## config.mk

```make
export PLATFORM = sky130hd
export DESIGN_NAME = fir_fold_ctrl
export DESIGN_NICKNAME = d
export VERILOG_FILES = /design/src/rtl/fir_pkg.sv /design/src/rtl/fir_fold_mac.sv /design/src/rtl/fir_fold_ctrl.sv
export SDC_FILE = /design/constraint.sdc
export NUM_CORES = 2
export LEC_CHECK = 0
export ABC_AREA = 1
export ABC_CLOCK_PERIOD_IN_PS = 13800
export CAP_MARGIN = 15
export CORE_MARGIN = 10
export CORE_UTILIZATION = 55
export CTS_BUF_LIST = sky130_fd_sc_hd__clkbuf_8
export CTS_CLUSTER_SIZE = 30
export DETAILED_ROUTE_END_ITERATION = 16
export PLACE_DENSITY_LB_ADDON = 0.12
export SLEW_MARGIN = 20
export SYNTH_ARGS = -nofsm -noshare
export SYNTH_HDL_FRONTEND = slang
export SYNTH_SLANG_ARGS = --single-unit
```

## constraint.sdc

```tcl
create_clock -name clk -period 13.8 [get_ports clk]
set_clock_uncertainty 0.05 [all_clocks]
set_input_delay 2.76 -clock clk [delete_from_list [all_inputs] [get_ports clk]]
set_output_delay 2.76 -clock clk [all_outputs]
set_load 0.02 [all_outputs]
```

## src/rtl/fir_pkg.sv

```systemverilog
// Shared constants, coefficient set, FSM state type and circular-buffer address helper
// for the folded symmetric FIR engine.
// Coefficients are symmetric: entry k equals entry ORDER-1-k.
package fir_pkg;

  localparam int WIDTH = 16;
  localparam int ORDER = 31;
  localparam int N     = (ORDER - 1) / 2;
  localparam int ACC_W = 2 * WIDTH + $clog2(ORDER) + 1;

  typedef logic [WIDTH-1:0] coeff_arr_t [ORDER];

  localparam coeff_arr_t FIR_COEFFS = '{
    16'h0003, 16'hFFF0, 16'h0025, 16'h0102, 16'h0A11, 16'h1234, 16'h0007, 16'h8001,
    16'h00FF, 16'h3C3C, 16'h0040, 16'h7FFF, 16'h0500, 16'h2222, 16'hABCD, 16'h4000,
    16'hABCD, 16'h2222, 16'h0500, 16'h7FFF, 16'h0040, 16'h3C3C, 16'h00FF, 16'h8001,
    16'h0007, 16'h1234, 16'h0A11, 16'h0102, 16'h0025, 16'hFFF0, 16'h0003
  };

  typedef enum logic [1:0] {IDLE, MAC, OUT} state_t;

  // Buffer index of x[k] given the index of the newest sample. Both inputs are
  // in 0..order-1, so one conditional add replaces a general modulo.
  function automatic int tap_addr(input int newest, input int k, input int order = ORDER);
    int a;
    a = newest - k;
    if (a < 0) a = a + order;
    return a;
  endfunction

endpackage

```

## src/rtl/fir_fold_mac.sv

```systemverilog
// Pre-add / multiply / accumulate datapath: acc += coeff * (a + (use_b ? b : 0)).
// One cycle per term; acc_nxt exposes the value being written this cycle.
// clr has priority over en; no handshake, the controller sequences it.
module fir_fold_mac #(
  parameter int WIDTH = 16,
  parameter int ACC_W = 38
) (
  input  logic             clk,
  input  logic [WIDTH-1:0] a,
  input  logic [WIDTH-1:0] b,
  input  logic [WIDTH-1:0] coeff,
  input  logic             use_b,
  input  logic             clr,
  input  logic             en,
  output logic [ACC_W-1:0] acc,
  output logic [ACC_W-1:0] acc_nxt
);

  logic [ACC_W-1:0]   acc_q, acc_d;
  logic [WIDTH:0]     pre;
  logic [2*WIDTH:0]   prod;

  // Full-width pre-add (carry kept) and product, then clear/accumulate select.
  always_comb begin
    pre   = {1'b0, a} + (use_b ? {1'b0, b} : '0);
    prod  = {{WIDTH{1'b0}}, pre} * {{(WIDTH+1){1'b0}}, coeff};
    acc_d = acc_q;
    if (clr)     acc_d = '0;
    else if (en) acc_d = acc_q + {{(ACC_W-2*WIDTH-1){1'b0}}, prod};
  end

  // Accumulator register; reset is applied by the controller through clr.
  always_ff @(posedge clk) begin
    acc_q <= acc_d;
  end

  assign acc     = acc_q;
  assign acc_nxt = acc_d;

endmodule

```

## src/rtl/fir_fold_ctrl.sv

```systemverilog
// Folded symmetric FIR: one pre-add/MAC per coefficient pair, sequenced IDLE -> MAC -> OUT.
// Latency: output valid N+2 cycles after the accepting cycle; sample period N+3 minimum.
// in_ready only in IDLE; OUT holds out_y/out_valid until out_ready, no in/out overlap.
module fir_fold_ctrl
  import fir_pkg::*;
#(
  parameter int               WIDTH = fir_pkg::WIDTH,
  parameter int               ORDER = fir_pkg::ORDER,
  parameter logic [WIDTH-1:0] COEFFS [ORDER] = fir_pkg::FIR_COEFFS
) (
  input  logic             clk,
  input  logic             reset,
  input  logic             in_valid,
  output logic             in_ready,
  input  logic [WIDTH-1:0] in_sample,
  output logic             out_valid,
  input  logic             out_ready,
  output logic [WIDTH-1:0] out_y,
  output logic             busy
);

  localparam int N     = (ORDER - 1) / 2;
  localparam int ACC_W = 2 * WIDTH + $clog2(ORDER) + 1;
  localparam int PTR_W = $clog2(ORDER);

  state_t           state_q, state_d;
  logic [PTR_W-1:0] wr_ptr_q, wr_ptr_d;
  logic [PTR_W-1:0] newest_q, newest_d;
  logic [PTR_W-1:0] j_q, j_d;
  logic [WIDTH-1:0] out_y_q, out_y_d;
  logic             out_valid_q, out_valid_d;
  logic [WIDTH-1:0] smp_q [ORDER];
  logic [WIDTH-1:0] smp_d [ORDER];

  logic [PTR_W-1:0] addr_a, addr_b;
  logic             mac_clr, mac_en, mac_use_b;
  logic [WIDTH-1:0] mac_coeff;
  logic [ACC_W-1:0] acc, acc_nxt;

  assign in_ready  = (state_q == IDLE) && !reset;
  assign out_valid = out_valid_q;
  assign out_y     = out_y_q;
  assign busy      = (state_q != IDLE);

  // Next-state, buffer write and MAC control. j pairs x[j] with x[ORDER-1-j];
  // the centre tap (j == N) has no partner and closes the sum.
  always_comb begin
    state_d     = state_q;
    wr_ptr_d    = wr_ptr_q;
    newest_d    = newest_q;
    j_d         = j_q;
    out_y_d     = out_y_q;
    out_valid_d = out_valid_q;
    smp_d       = smp_q;
    mac_clr     = reset;
    mac_en      = 1'b0;
    mac_use_b   = 1'b0;
    addr_a      = PTR_W'(tap_addr(int'(newest_q), int'(j_q), ORDER));
    addr_b      = PTR_W'(tap_addr(int'(newest_q), ORDER - 1 - int'(j_q), ORDER));
    mac_coeff   = COEFFS[j_q];
    case (state_q)
      IDLE: begin
        if (in_valid && in_ready) begin
          smp_d[wr_ptr_q] = in_sample;
          newest_d        = wr_ptr_q;
          wr_ptr_d        = (wr_ptr_q == PTR_W'(ORDER - 1)) ? '0 : wr_ptr_q + 1'b1;
          j_d             = '0;
          mac_clr         = 1'b1;
          state_d         = MAC;
        end
      end
      MAC: begin
        mac_en = 1'b1;
        if (j_q == PTR_W'(N)) begin
          out_y_d     = acc_nxt[WIDTH-1:0];
          out_valid_d = 1'b1;
          state_d     = OUT;
        end else begin
          mac_use_b = 1'b1;
          j_d       = j_q + 1'b1;
        end
      end
      OUT: begin
        if (out_ready) begin
          out_valid_d = 1'b0;
          state_d     = IDLE;
        end
      end
      default: state_d = IDLE;
    endcase
  end

  // State registers; reset clears the history so early outputs see zeros.
  always_ff @(posedge clk) begin
    if (reset) begin
      state_q     <= IDLE;
      wr_ptr_q    <= '0;
      newest_q    <= '0;
      j_q         <= '0;
      out_y_q     <= '0;
      out_valid_q <= 1'b0;
      for (int i = 0; i < ORDER; i++) smp_q[i] <= '0;
    end else begin
      state_q     <= state_d;
      wr_ptr_q    <= wr_ptr_d;
      newest_q    <= newest_d;
      j_q         <= j_d;
      out_y_q     <= out_y_d;
      out_valid_q <= out_valid_d;
      smp_q       <= smp_d;
    end
  end

  fir_fold_mac #(
    .WIDTH(WIDTH),
    .ACC_W(ACC_W)
  ) u_mac (
    .clk    (clk),
    .a      (smp_q[addr_a]),
    .b      (smp_q[addr_b]),
    .coeff  (mac_coeff),
    .use_b  (mac_use_b),
    .clr    (mac_clr),
    .en     (mac_en),
    .acc    (acc),
    .acc_nxt(acc_nxt)
  );

endmodule

```

==> summary.txt <==
Worst setup path
  – Crit start category: register
  – Crit Path Class: reg2reg
  – Cell mode on critical path: inv_1
  – Critical path fanouts, max: slightly below 70
  – Crit-path slowest cell: buf_4
  – Critical Path RT: 14.30 ns
  – Setup crit end kind: register
  – Flop-to-flop setup slack: between 1.5 and 2 ns
  – CP peak stage delay: approximately 0.73 ns
  – Worst Path Arrival: around 12 ns

Synth
  – FF+latch count, synth: 546
  – Yosys warns: 0
  – Post-synth EDFFs: 0
  – Ys async rst share: 0%
  – Post-Synth XOR/XNOR Area: around 1.1%
  – Yosys cell types: 54
  – Synth Area in Compound Gates: 27.4%
  – Adder-cell share of the synthesized area: between 8 and 9%
  – Synth Area in Simple Gates: about a fifth
  – Syn_nets: 5,328
  – Post-synthesis sequential area ratio: between 30% and 40%
  – Avg Inst Size Synth: roughly 6.7 sq um
  – Prevailing post-synth register cell: dfxtp_1
  – Post-synthesis cell count: around 5,100
  – Mux cell area share after synthesis: 0%
  – Largest family of logic cells by synthesized area: compound AO/OA/AOI/OAI gates
  – Post-Syn Area: 0.0343 sq mm

Timing
  – Final period utilization: about 86%
  – Final hold violations: 0
  – Least-Margin Pin Slew: 1.12 ns
  – Peak Freq: 84.1 MHz
  – RSZ-0062 raised after global routing: false
  – Max-slew violations: 0
  – Setup TNS: 0 ns
  – # setup viols final: 0
  – Final Critical Period: ~12 ns
  – Slew HR: between 20% and 30%

Drt
  – Post-DRT Antenna Nets: 0
  – Vias per cell: approximately 6.1
  – Residual DRC count: 0
  – Pre-Repair DR Iteration Count: 6
  – Total wire length: 120,000 um
  – Via Count: ~35,000
  – DR WL/cell: roughly 21 um
  – 1st-iter DRT viols: around 5,100

Run status
  – Status: complete, no violations

Cells and area
  – Share of post-route cells with drive strength above 1: between 6 and 7%
  – Multi-input gate area in the final layout: 0.0200 sq mm
  – Synthesis-to-finish area growth: 7.19%
  – Layout Nets: roughly 5,100
  – Layout fillers: between 6,000 and 7,000
  – FF/Latch Area: approximately 0.011 sq mm
  – Final Util: 59.6%

CTS
  – Root Buffer: clkbuf_8
  – Post-CTS setup buffer count: 0
  – Cts bufs inserted: 94
  – H-Tree Depth: 3
  – CTS tree: done
  – Worst-Skew Late Latency: 0.73 ns
  – Max clock buf depth: 3
  – Resize count post-CTS: 0
  – Clock sink count: about 550
  – Post-CTS Hold Buffers: 0
  – Worst-path clk slew: roughly 0.060 ns

Die
  – Die area: just over 0.07 sq mm
  – Num ports: 39
  – # rows: slightly above 90
  – Die width: 270 um
  – Die Y: 270 um
  – Initial Util: 55.6%
  – Core box area: 0.0617 sq mm

Placement
  – Port Buffers: 38
  – HPWL after DPL: roughly 73,000 um
  – Placer congestion estimate: approximately 0.96

Pwr
  – Sequential power share: approximately 24%
  – Power density cells: 181 mW/mm^2
  – Total power: 0.00666 W
  – Maximum vdd ir drop: about 0.18 mV
  – Internal: approximately 0.0035 W
  – Net Switching: between 0.003 and 0.004 W
  – Clock share of power: between 20% and 30%
  – Sw frac: 46.9%
  – Combinational Power Share: between 50 and 60%
  – Static leakage power: between 15 and 20 nW

Global route
  – Largest net degree at the start of global routing: 261
  – GRT overflow: 0
  – First-pass GRT wire length: 186,000 um
  – Vias in the first global route: ~32,000
  – Overall Global Routing Usage: 31.6%
  – Antenna violations before repair: 1

Job
  – Max-cap violations: 0

Min path
  – Hold crit path type: reg2reg
placed cells by master (no fill, tap or decap), types with 9 or more instances in the layout:
cell type        instances
clkbuf_8               117
inv_2                   23
nand3_1                373
fa_1                    97
o21ai_0                885
a21oi_1                739
o22ai_1                 34
o21ai_1                 13
inv_1                  489
xor2_1                  20
clkdlybuf4s50_1         38
o211ai_1                38
nand2_2                 18
a31oi_1                 16
ha_1                    91
clkinv_2                14
a22oi_1                 14
nor2_1                 270
dfxtp_1                546
nor2_2                  26
nand2_1                816
buf_4                   71
nand4_1                  9
xnor2_1                 13
o311ai_0                30
nor3_1                  88
nor2_4                  12
logic make-up (layout without fill, tap and decap cells):
kind of cell               after synthesis  count (layout)
AOI/OAI and AO/OA                     1794            1794
and+or+nand+nor                       1642            1642
buffers and inverters                  912             772
DFF                                    546             546
adders and majority gates              188             188
xor gates and xnor gates                38              38
other                                    0               1
per-layer routing:
| metal | routed length [um] | global-route usage (%) |
|---|---|---|
| met1 | 51000 | 44.0 |
| met2 | 49900 | 46.7 |
| met3 | 13600 | 6.26 |
| met4 | 5460 | 14.4 |
| met5 | 0 | 0 |
cell type report:
| cell class | instances | share of cell area, % |
|---|---|---|
| Multi-Input combinational cell | 3662 | 54.4 |
| Antenna cell | 1 | 0.00680 |
| Sequential cell | 546 | 29.7 |
| Inverter | 489 | 5.04 |
| Clock buffer | 117 | 4.38 |
| Clock inverter | 51 | 0.765 |
| Timing Repair Buffer | 115 | 2.81 |
| Tap cell | 837 | 2.85 |
stage by stage:
stage,hold slack (ns),instance area (sq um),std cells,worst slack [ns]
3_3_place_gp,0.415,34900,5649,2.33
3_5_place_dp,0.426,34900,5649,2.10
6_report,0.433,36800,5818,1.91
4_1_cts,0.432,36800,5817,2.04
5_1_grt,0.459,36800,5818,1.06
2_1_floorplan,0.399,34300,5120,4.10
worst paths after layout:
check	end	cells past startpoint	from
max	out_y[15]$_SDFFE_PP0P_	54	j_q[0]$_SDFFE_PP0P_
min	out_valid$_SDFFE_PP0P_	2	out_valid$_SDFFE_PP0P_
max reg2reg	out_y[15]$_SDFFE_PP0P_	54	j_q[0]$_SDFFE_PP0P_
min reg2reg	out_valid$_SDFFE_PP0P_	2	out_valid$_SDFFE_PP0P_
critical path: cells and delay by family, from the launching register on:
family          cells  cell delay (ns)
xor+xnor            2             0.45
buf+inv            16             2.49
simple gates       17             1.68
fa+ha+maj          12             5.29
flops               1             0.56
compound gates      7             1.02
power groups by stage:
| stage | Clock [W] | Sequential [W] | Combinational [W] |
|---|---|---|---|
| floorplan | 0 | 0.00164 | 0.00252 |
| global placement | 0 | 0.00164 | 0.00340 |
| detailed placement | 0 | 0.00164 | 0.00343 |
| CTS | 0.00153 | 0.00161 | 0.00345 |
| global route | 0.00160 | 0.00161 | 0.00396 |
| finish | 0.00152 | 0.00161 | 0.00353 |
cell usage after synthesis (34+ instances only):
cell	instances	area, sq um
o21ai_0	885	4430
nand2_1	820	3080
a21oi_1	739	3700
dfxtp_1	546	10900
inv_1	462	1730
nand3_1	373	1870
clkbuf_1	324	1220
nor2_1	301	1130
fa_1	97	1940
ha_1	91	1140
nor3_1	89	445
buf_2	69	345
o211ai_1	38	285
o22ai_1	34	213
sequential cells by signal (all words and copies together), names as in the netlist:
| signal | count |
|---|---|
| j_q | 5 |
| newest_q | 5 |
| out_valid | 1 |
| wr_ptr_q | 5 |
| smp_q | 496 |
| state_q | 2 |
| u_mac.acc | 16 |
| out_y | 16 |
(Power assumes the default switching activity.)
